<file path="src/rtl/stack_ctrl.sv">
// -----------------------------------------------------------------------------
// stack_ctrl
// Full-descending hardware stack controller in front of a single-port RAM
// with synchronous read (address in cycle N, data in cycle N+1).
// The stack holds elements at addresses sp .. SP_EMPTY-1. Its capacity is
// SP_EMPTY - SP_LIMIT words.
//
// Ports
//   clk, rst_n          clock, asynchronous active-low reset
//   cmd_valid/ready     command handshake; cmd_op 0 PUSH, 1 POP, 2 PEEK, 3 REPLACE
//   cmd_wdata           data for PUSH / REPLACE
//   mem_we/addr/wdata   RAM write enable, address and write data
//   mem_rdata           RAM read data, valid one cycle after its address
//   rsp_valid/data/err  one-cycle POP/PEEK result; err marks an empty stack
//   sp, count           stack pointer (top element) and occupancy
//   empty, full         sp == SP_EMPTY, sp == SP_LIMIT
//   err_clr             clears the sticky error flags (a coincident set wins)
//   err_overflow        sticky: PUSH attempted while full
//   err_underflow       sticky: POP/PEEK/REPLACE attempted while empty
//
// state   | meaning
// IDLE    | ready for a command; PUSH/REPLACE finish here in one cycle
// RD_WAIT | RAM read in flight; response is registered at the end of this cycle
// -----------------------------------------------------------------------------
module stack_ctrl #(
    parameter int                DATA_W   = 16,
    parameter int                ADDR_W   = 16,
    parameter logic [ADDR_W-1:0] SP_EMPTY = 16'hFFFE,
    parameter logic [ADDR_W-1:0] SP_LIMIT = 16'h8000
) (
    input  logic              clk,
    input  logic              rst_n,
    input  logic              cmd_valid,
    input  logic [1:0]        cmd_op,
    input  logic [DATA_W-1:0] cmd_wdata,
    output logic              cmd_ready,
    output logic              mem_we,
    output logic [ADDR_W-1:0] mem_addr,
    output logic [DATA_W-1:0] mem_wdata,
    input  logic [DATA_W-1:0] mem_rdata,
    output logic              rsp_valid,
    output logic [DATA_W-1:0] rsp_data,
    output logic              rsp_err,
    output logic [ADDR_W-1:0] sp,
    output logic [ADDR_W-1:0] count,
    output logic              empty,
    output logic              full,
    input  logic              err_clr,
    output logic              err_overflow,
    output logic              err_underflow
);

    if (SP_LIMIT >= SP_EMPTY) begin : g_cfg_check
        $fatal(1, "stack_ctrl: SP_LIMIT must be strictly below SP_EMPTY");
    end

    localparam logic [1:0] OP_PUSH    = 2'd0;
    localparam logic [1:0] OP_POP     = 2'd1;
    localparam logic [1:0] OP_PEEK    = 2'd2;
    localparam logic [1:0] OP_REPLACE = 2'd3;

    typedef enum logic {
        IDLE    = 1'b0,
        RD_WAIT = 1'b1
    } state_t;

    state_t            state;
    logic [ADDR_W-1:0] sp_q;
    logic [ADDR_W-1:0] rd_addr;
    logic              rd_err;

    logic              accept;
    logic [ADDR_W-1:0] sp_dec;
    logic [ADDR_W-1:0] sp_inc;
    logic              ovf_set;
    logic              udf_set;

    assign cmd_ready = (state == IDLE);
    assign accept    = cmd_valid && cmd_ready;

    assign sp    = sp_q;
    assign count = SP_EMPTY - sp_q;
    assign empty = (sp_q == SP_EMPTY);
    assign full  = (sp_q == SP_LIMIT);

    assign sp_dec = sp_q - ADDR_W'(1);
    assign sp_inc = sp_q + ADDR_W'(1);

    // An error event is either a PUSH into a full stack or any other op on an empty one.
    assign ovf_set = accept && (cmd_op == OP_PUSH) && full;
    assign udf_set = accept && (cmd_op != OP_PUSH) && empty;

    assign mem_wdata = cmd_wdata;

    // The RAM port is combinational so a PUSH writes on the edge that accepts it.
    // A POP/PEEK presents the read address through the default path (sp).
    always_comb begin
        mem_we   = 1'b0;
        mem_addr = (state == RD_WAIT) ? rd_addr : sp_q;
        if (accept) begin
            case (cmd_op)
                OP_PUSH: begin
                    if (!full) begin
                        mem_we   = 1'b1;
                        mem_addr = sp_dec;
                    end
                end
                OP_REPLACE: begin
                    if (!empty) begin
                        mem_we = 1'b1;
                    end
                end
                default: ;
            endcase
        end
    end

    always_ff @(posedge clk or negedge rst_n) begin
        if (!rst_n) begin
            state         <= IDLE;
            sp_q          <= SP_EMPTY;
            rd_addr       <= SP_EMPTY;
            rd_err        <= 1'b0;
            rsp_valid     <= 1'b0;
            rsp_data      <= '0;
            rsp_err       <= 1'b0;
            err_overflow  <= 1'b0;
            err_underflow <= 1'b0;
        end else begin
            rsp_valid     <= 1'b0;
            // A set in the same cycle as err_clr takes priority.
            err_overflow  <= ovf_set || (err_overflow && !err_clr);
            err_underflow <= udf_set || (err_underflow && !err_clr);

            case (state)
                IDLE: begin
                    if (accept) begin
                        case (cmd_op)
                            OP_PUSH: begin
                                if (!full) sp_q <= sp_dec;
                            end
                            OP_POP: begin
                                rd_addr <= sp_q;
                                rd_err  <= empty;
                                if (!empty) sp_q <= sp_inc;
                                state   <= RD_WAIT;
                            end
                            OP_PEEK: begin
                                rd_addr <= sp_q;
                                rd_err  <= empty;
                                state   <= RD_WAIT;
                            end
                            default: ;
                        endcase
                    end
                end
                RD_WAIT: begin
                    // An empty-stack read still takes this cycle so both outcomes share one latency.
                    rsp_valid <= 1'b1;
                    rsp_err   <= rd_err;
                    rsp_data  <= rd_err ? '0 : mem_rdata;
                    state     <= IDLE;
                end
                default: state <= IDLE;
            endcase
        end
    end

endmodule

</file>
<file path="config.mk">
export PLATFORM = sky130hd
export DESIGN_NAME = stack_ctrl
export DESIGN_NICKNAME = d
export VERILOG_FILES = /design/src/rtl/stack_ctrl.sv
export SDC_FILE = /design/constraint.sdc
export NUM_CORES = 1
export LEC_CHECK = 0
export CORE_MARGIN = 2
export CORE_UTILIZATION = 40
export DETAILED_ROUTE_END_ITERATION = 7
export HOLD_SLACK_MARGIN = 0.06
export PLACE_DENSITY = 0.83
export SYNTH_ARGS = -nofsm -noshare
export SYNTH_HDL_FRONTEND = slang
export SYNTH_SLANG_ARGS = --single-unit
</file>
<file path="constraint.sdc">
create_clock -name clk -period 4.6 [get_ports clk]
set_input_delay 1.38 -clock clk [delete_from_list [all_inputs] [get_ports clk]]
set_output_delay 1.38 -clock clk [all_outputs]
set_load 0.005 [all_outputs]
</file>
==> results of run 1 <==
-- layout make-up --
class                   instances  share of cell area
clock buffers                   6              0.0175
flip-flops and latches         54               0.294
well taps                     108              0.0286
inverters                      29              0.0231
repair buffers                121               0.242
multi-input cells             270               0.391
clock inverters                 2             0.00345
-- layer usage --
| metal | track usage | routed length, um | share of wire | vias up |
|---|---|---|---|---|
| met5 | 0 | 0 | 0 | - |
| met4 | 0.0598 | 132 | 0.013 | 0 |
| met3 | 0.0403 | 739 | 0.075 | 17 |
| met2 | 0.332 | 4670 | 0.47 | 143 |
| met1 | 0.280 | 4320 | 0.44 | 1495 |
| li1 | - | - | - | 1510 |
-- per-stage QoR --
stage | setup WS [ps] | utilization | TNS (ps)
final | -96.7 | 0.549 | -96.7
after detailed placement | -379 | 0.520 | -4250
after global routing | -164 | 0.549 | -256
after floorplan | 543 | - | 0
after CTS | -166 | 0.541 | -627
after global placement | -347 | 0.520 | -4180
-- worst paths after layout --
check / startpoint / endpoint / slack [ps] / cells after the start
min in group asynchronous: rst_n / rd_addr[0]$_DFFE_PN0P_ / 980 / 1
min: rd_addr[0]$_DFFE_PN0P_ / rd_addr[0]$_DFFE_PN0P_ / 490 / 2
max reg2reg: sp[1]$_DFFE_PN1P_ / sp[9]$_DFFE_PN1P_ / 1950 / 10
max in group asynchronous: rst_n / sp[15]$_DFFE_PN1P_ / 2900 / 2
min reg2reg: rd_addr[0]$_DFFE_PN0P_ / rd_addr[0]$_DFFE_PN0P_ / 490 / 2
max: cmd_valid / mem_addr[12] / -100 / 9
-- worst max-delay path, delay by kind of cell --
kind | cells | cell delay (ps)
buf+inv | 4 | 1290
compound gates | 2 | 230
simple gates | 3 | 410
-- synth_stat cells (13+ instances only) --
| master | count | area [um^2] |
|---|---|---|
| nor2_1 | 30 | 113 |
| o21ai_0 | 30 | 150 |
| clkbuf_1 | 21 | 78.8 |
| buf_4 | 18 | 135 |
| xnor2_1 | 17 | 149 |
| nand3b_1 | 15 | 113 |
| dfstp_2 | 30 | 788 |
| a21oi_1 | 21 | 105 |
| nand2_1 | 45 | 169 |
| inv_1 | 29 | 109 |
| dfrtp_1 | 24 | 601 |
| mux2_2 | 13 | 146 |
-- logic make-up after synthesis --
logic type | synth area share
AO/OA/AOI/OAI | 0.143
buffers and inverters | 0.106
adder cells (fa/ha/maj) | 0.0215
flip-flops | 0.397
XOR/XNOR | 0.0701
multiplexers | 0.0562
AND/OR/NAND/NOR | 0.206
-- sequential cells by signal, summed over array words and instances (netlist names) --
name	cells
err_overflow	1
err_underflow	1
rd_addr	16
rd_err	1
rsp_data	16
rsp_err	1
rsp_valid	1
sp	16
state	1
-- power by group through the flow --
stage | Sequential [mW] | Clock (mW) | Combinational (mW)
2_1_floorplan | 0.699 | 0 | 0.437
3_3_place_gp | 0.767 | 0 | 0.791
3_5_place_dp | 0.772 | 0 | 0.800
4_1_cts | 0.766 | 0.296 | 0.804
5_1_grt | 0.790 | 0.321 | 0.878
6_report | 0.769 | 0.285 | 0.806
-- what timing repair did --
action | 4_1_cts | 5_1_grt
setup buffers | 3 | 3
setup endpoints to repair | 17 | 13
pin swaps | 2 | 5
hold buffers | 0 | 0
gates cloned | 1 | 0
gates resized for setup | 37 | 24
==> results.cfg, run 1 <==
[timing]
worst_pin_slew_ps = 867
layout_min_cycle_time_ps = 4700
final-setup-viol-count = 1
fmax_ghz = 0.213
hold_violations = 0
fin_skew_ps = 10.2
slew_violations = 0
rsz0062_at_grt = yes
holdWs_ps = 489
maxSlewHeadroom = 0.421
worst_slack_ps = -96.7
min_period_over_period = 1.02

[clock_network]
clock-root-buffer = clkbuf_8
cts_buffers = 5
clk_latency_ps = 320
htree_levels = 2
clk_pin_slew_ps = 90
cts_buffer_depth = 2
cts_tree = yes
cts_sinks = 54

[grt]
antenna_found_initial = 0
grt_max_degree = 39
grt_use_total = 0.205
grt_pass1_wl_um = 16000
overflow = 0
grt_pass1_vias = 3067

[worst_setup_path]
worstPathArrival_ps = 3320
max_stage_delay_ps = 520
worstSetupEndpointType = primary output
crit_fanout = 5
start_kind = input port
crit_type = in -> out
crit_top_cell = clkdlybuf4s50_1
path_cells = clkdlybuf4s50_1 > nor2b_4 > nand2_4 > o21ai_4 > buf_6 > buf_4 > a21oi_1 > nor2_1 > clkdlybuf4s50_1
cp_slowest_cell = clkdlybuf4s50_1
required_ps = 3220

[synthesis]
syn_area_um2 = 3500
synth_flop_cell = dfstp_2
synth_nets = 445
synth_cells = 401
synth_cell_types = 51
yosysWarnings = 0
synth-seq-cells = 54
avgSynthCellArea_um2 = 8.72
async_flop_share = 1.00
yosysSeqAreaShare = 0.397
synth-edff-count = 0

[drt]
postRouteAntennaNets = 0
wl_per_cell_um = 16.7
drt_iter0_markers = 181
drc = 0
routed_wl_um = 9860
vias = 3165
dr.pass1.iters = 4
viasPerCell = 5.36

[layout]
final_cell_mix = clkdlybuf4s50_1 (74), nand2_1 (43), o21ai_0 (30), dfstp_2 (30), nor2_1 (29)
regArea_um2 = 1390
mostFrequentLayoutCell = clkdlybuf4s50_1
drive_gt1_frac = 0.232
num_antenna_cells = 0
stdcell_count = 590
fin_area_um2 = 4720
multiInputGateArea_um2 = 1840
syn_to_final_growth_pct = 35.0
nets = 525
fillCellCount = 781

[power_and_ir_drop]
p_seq_frac = 0.414
power_leakage_nw = 1.97
peakVddDrop_mv = 0.268
switching_share = 0.347
pwr-share-comb = 0.433
power.density_nw_per_um2 = 394
intPower_mw = 1.22
p_sw_mw = 0.645
power_frac_clock = 0.153
finalPower_mw = 1.86

[floorplan]
die-area_um2 = 9510
die_x_um = 97.5
die_h_um = 97.5
io-pin-count = 126
core_area_um2 = 8590
placementRows = 34
floorplan.initialDensity = 0.407

[placed_design]
dp_hpwl_um = 7070
placed_area_um2 = 4470
dp_cells = 575
globalplace.congestion = 0.896
io_buffers = 93

[status]
violations = setup timing
status = finished, violations left

[worst_hold_path]
hp-class = reg -> reg

[run]
cap_violations = 0
Note: power is estimated with default switching activity, not from simulation.
==> inputs of run 2 (changes only) <==
--- a/config.mk
+++ b/config.mk
@@ -15 +15,2 @@
 export SYNTH_SLANG_ARGS = --single-unit
+export TNS_END_PERCENT = 5
==> constraint.sdc (replaced) <==
create_clock -name clk -period 4.6 [get_ports clk]
set_input_delay 0.92 -clock clk [delete_from_list [all_inputs] [get_ports clk]]
set_output_delay 0.92 -clock clk [all_outputs]
set_load 0.005 [all_outputs]
==> run 2 against run 1 <==
The run now ends clean. Sequential share of layout area grew 1.9 points. Critical path depth grew 1. Routed wire length shrank 6.5%. Register-to-register slack lost 30 ps. Critical path type is now reg -> out. Highest routed layer unchanged.
==> results.cfg, run 2 (synthesis gave the netlist of run 1 again) <==
[layout]
multiInputGateArea_um2 = 1740
nets = 504
final_cell_mix = clkdlybuf4s50_1 (92), nand2_1 (45), nor2_1 (30), o21ai_0 (30), dfstp_2 (30)
fillCellCount = 766
mostFrequentLayoutCell = clkdlybuf4s50_1
regArea_um2 = 1390
drive_gt1_frac = 0.148
stdcell_count = 569
fin_util = 0.516
syn_to_final_growth_pct = 26.9
num_antenna_cells = 0

[drt]
viasPerCell = 5.47
wl_per_cell_um = 16.2
drt_iter0_markers = 235
routed_wl_um = 9220
dr.pass1.iters = 5
drc = 0
vias = 3112
postRouteAntennaNets = 0

[clock_network]
cts_buffer_depth = 2
cts_sinks = 54
cts_tree = yes
clock-root-buffer = clkbuf_8
htree_levels = 2
cts_buffers = 5
clk_pin_slew_ps = 100
postCtsSetupBuffers = 0
ctsResizeCount = 0
clk_latency_ps = 310
postCtsHoldBufs = 0

[timing]
rsz0062_at_grt = no
fin_skew_ps = 8.06
final-setup-viol-count = 0
layout_min_cycle_time_ps = 4340
finalSetupTns_ps = 0
hold_violations = 0
min_period_over_period = 0.942
slew_violations = 0
worst_pin_slew_ps = 813
maxSlewHeadroom = 0.457
fmax_ghz = 0.231

[grt]
grt_use_total = 0.193
busiest_layer = met2
grt_max_degree = 39
antenna_found_initial = 0
met1_usage = 0.269
met3_usage = 0.0446
grt_pass1_vias = 2944
grt_pass1_wl_um = 15200
use_met2 = 0.309
overflow = 0

[worst_setup_path]
start_kind = flop
worstPathArrival_ps = 3420
crit_fanout = 21
worstSetupEndpointType = primary output
crit_type = reg -> out
required_ps = 3680

[placed_design]
dp_hpwl_um = 6690
globalplace.congestion = 0.919
io_buffers = 93
dp_cells = 561

[floorplan]
die_h_um = 97.5
floorplan.initialDensity = 0.407
placementRows = 34
die-area_um2 = 9510
io-pin-count = 126
core_area_um2 = 8590
die_x_um = 97.5

[worst_hold_path]
hp-class = reg -> reg

[power_and_ir_drop]
power_leakage_nw = 1.74
power.density_nw_per_um2 = 409
peakVddDrop_mv = 0.193

[run]
cap_violations = 0

[status]
status = finished, final reports clean
[run 2: changes by cell type in the layout (fill, tap and decap cells not counted), moves of 3 or more]
cell	delta
buf_4	-17
clkdlybuf4s50_1	+18
buf_6	-3
dlygate4sd2_1	-8
a21oi_1	+4
a311oi_2	-3
a21oi_2	-3
a311oi_1	+3
dlymetal6s2s_1	-5
[run 2: metal layers]
| layer | vias to the layer above | part of all wire | routed length, um |
|---|---|---|---|
| li1 | 1473 | - | - |
| met1 | 1467 | 0.44 | 4080 |
| met2 | 155 | 0.47 | 4330 |
| met3 | 17 | 0.075 | 693 |
| met4 | 0 | 0.012 | 114 |
| met5 | - | 0 | 0 |
[run 2: metrics by stage]
| stage | setup WS, ps | power, mW | hold WS, ps | cell area [um^2] |
|---|---|---|---|---|
| 6_report | 265 | 1.82 | 491 | 4440 |
| 5_1_grt | 16.1 | 1.94 | 535 | 4440 |
| 4_1_cts | 317 | 1.83 | 495 | 4440 |
| 3_5_place_dp | 385 | 1.55 | 481 | 4350 |
| 3_3_place_gp | 417 | 1.53 | 465 | 4350 |
| 2_1_floorplan | 1460 | 1.14 | 427 | 3500 |
[run 2: area by class of cell]
| class | count | share of cell area |
|---|---|---|
| clock inverter | 3 | 0.00479 |
| multi-input combinational | 270 | 0.391 |
| timing repair buffer | 100 | 0.220 |
| inverter | 29 | 0.0245 |
| clock buffer | 5 | 0.0155 |
| tap | 108 | 0.0304 |
| sequential | 54 | 0.313 |
[run 2: critical path, cell delays in order, from the launching register on]
cell	delay [ps]
dfrtp_1	480
inv_1	160
ha_1	270
nand2b_1	180
nor4_2	490
a21oi_1	170
buf_4	250
o21ai_0	90
a21oi_1	80
a311oi_1	340
clkdlybuf4s50_1	570
[run 2: worst paths after layout]
check	cells after the start	slack, ps	end	start
max	10	260	mem_addr[4]	sp[0]$_DFFE_PN0P_
min	2	490	rd_addr[6]$_DFFE_PN1P_	rd_addr[6]$_DFFE_PN1P_
max reg2reg	9	1920	sp[12]$_DFFE_PN1P_	sp[1]$_DFFE_PN1P_
min reg2reg	2	490	rd_addr[6]$_DFFE_PN1P_	rd_addr[6]$_DFFE_PN1P_
max in group asynchronous	2	3100	rd_addr[14]$_DFFE_PN1P_	rst_n
min in group asynchronous	1	680	sp[0]$_DFFE_PN0P_	rst_n
[run 2: power breakdown]
part	switching [mW]	leakage, nW	internal (mW)	total [mW]
combinational	0.320	1.08	0.457	0.776
clock	0.160	0.0441	0.107	0.267
sequential	0.145	0.617	0.627	0.772
==> inputs of run 3 (changes only) <==
DONT_BUFFER_PORTS = 1   (was unset)
PLACE_DENSITY = 0.64   (was 0.83)
==> run 3 against run 2 <==
Sequential power increased by 2%. Combinational power decreased by 45%. Sequential cell count unchanged. Cell area decreased by 21%. Routed wire length decreased by 4.3%. Via count decreased by 13%. Die area unchanged. Clock power increased by 10%. Final cell count decreased by 17%. Critical endpoint is now mem_addr[14]. Largest power group is now registers.
==> results.cfg, run 3 (synthesis gave the netlist of run 1 again) <==
[grt]
overflow = 0
grt_pass1_vias = 2598
grt_max_degree = 55
antenna_found_initial = 0
grt_use_total = 0.187
grt_pass1_wl_um = 14300

[timing]
final-setup-viol-count = 0
layout_min_cycle_time_ps = 3880
min_period_over_period = 0.843
fmax_ghz = 0.258
worst_slack_ps = 723
worst_pin_slew_ps = 1070
maxSlewHeadroom = 0.285
finalSetupTns_ps = 0
slew_violations = 0
fin_skew_ps = 1.50
hold_violations = 0
rsz0062_at_grt = no

[worst_setup_path]
crit_fanout = 18
critPathTopFamily = compound AO/OA/AOI/OAI gates
r2r_slack_ps = 1520
max_stage_delay_ps = 530
path_cells = inv_1 > ha_1 > nand2b_1 > nor4_2 > a21oi_1 > buf_4 > a311oi_1
cp_slowest_cell = a311oi_1
required_ps = 3680
crit_type = reg -> out
start_kind = flop
worstSetupEndpointType = primary output
worst-path-buf-inv = 2
worstPathArrival_ps = 2960

[worst_hold_path]
hp-class = in -> async

[clock_network]
cts_buffer_depth = 2
clk_pin_slew_ps = 100
clk_latency_ps = 310
ctsResizeCount = 0
cts_buffers = 5
cts_sinks = 54
cts_tree = yes
htree_levels = 2
postCtsSetupBuffers = 0
postCtsHoldBufs = 0
clock-root-buffer = clkbuf_8

[floorplan]
placementRows = 34
core_area_um2 = 8590
io-pin-count = 126
die_h_um = 97.5
floorplan.initialDensity = 0.407
die-area_um2 = 9510
die_x_um = 97.5

[drt]
vias = 2709
drt_iter0_markers = 138
drc = 0
viasPerCell = 5.74
routed_wl_um = 8820
dr.pass1.iters = 4
wl_per_cell_um = 18.7
postRouteAntennaNets = 0

[run]
cap_violations = 0

[power_and_ir_drop]
power.density_nw_per_um2 = 431
finalPower_mw = 1.51
power_leakage_nw = 1.37
peakVddDrop_mv = 0.251

[layout]
num_antenna_cells = 0
drive_gt1_frac = 0.173
final_cell_mix = nand2_1 (45), nor2_1 (30), o21ai_0 (30), dfstp_2 (30), inv_1 (29)
syn_to_final_growth_pct = -0.179
mostFrequentLayoutCell = nand2_1
nets = 407
fillCellCount = 865
fin_area_um2 = 3490

[placed_design]
dp_hpwl_um = 6190
placed_area_um2 = 3390
globalplace.congestion = 0.808
post-place-ws_ps = 1120
io_buffers = 0

[status]
status = finished, final reports clean
run 3: cell types whose count changed in the layout (fill, tap and decap cells not counted):
cell,previous run,this run
buf_2,1,0
buf_4,7,3
clkbuf_8,5,6
clkdlybuf4s50_1,92,0
clkinv_2,1,0
clkinv_4,1,0
inv_6,0,1
run 3: layer usage:
layer | vias up | part of all wire | track usage
met5 | - | 0 | 0
li1 | 1275 | - | -
met4 | 0 | 0.013 | 0.0534
met3 | 11 | 0.093 | 0.0547
met2 | 116 | 0.43 | 0.280
met1 | 1307 | 0.46 | 0.263
run 3: final timing paths:
path                                              from                        to  cells after the start
worst max-delay path                 sp[0]$_DFFE_PN0P_              mem_addr[14]                      7
worst min-delay path                             rst_n  rsp_data[12]$_DFFE_PN0P_                      0
worst max register to register         state$_DFF_PN0_        sp[12]$_DFFE_PN1P_                      7
worst min register to register  rd_addr[1]$_DFFE_PN1P_    rd_addr[1]$_DFFE_PN1P_                      2
max in group asynchronous                        rst_n         sp[1]$_DFFE_PN1P_                      0
min in group clk                rd_addr[1]$_DFFE_PN1P_    rd_addr[1]$_DFFE_PN1P_                      2
run 3: worst register-to-register path, cell delays in order, from the launching register on:
cell      delay [ps]
dfrtp_1          390
buf_4            260
inv_1            530
nand2_1          190
a31o_2           300
a211oi_2         840
o21ai_0          280
xnor2_1          220
run 3: layout make-up:
class	count	area, um^2	area share
clock inverter	2	16.3	0.00466
tap	108	135	0.0387
timing repair buffer	3	22.5	0.00645
inverter	29	109	0.0312
sequential	54	1390	0.398
clock buffer	6	82.6	0.0237
multi-input combinational	270	1740	0.497
run 3: where the power goes:
group,switching (mW),leakage [nW],internal (mW),total (mW)
Clock,0.171,0.0478,0.124,0.295
Sequential,0.161,0.617,0.627,0.788
Combinational,0.241,0.707,0.182,0.423
run 3: per-stage QoR:
step	hold slack, ps	cells	utilization
5_1_grt	257	472	0.406
3_3_place_gp	469	464	0.395
6_report	284	472	0.406
2_1_floorplan	427	401	-
3_5_place_dp	475	464	0.395
4_1_cts	272	472	0.406
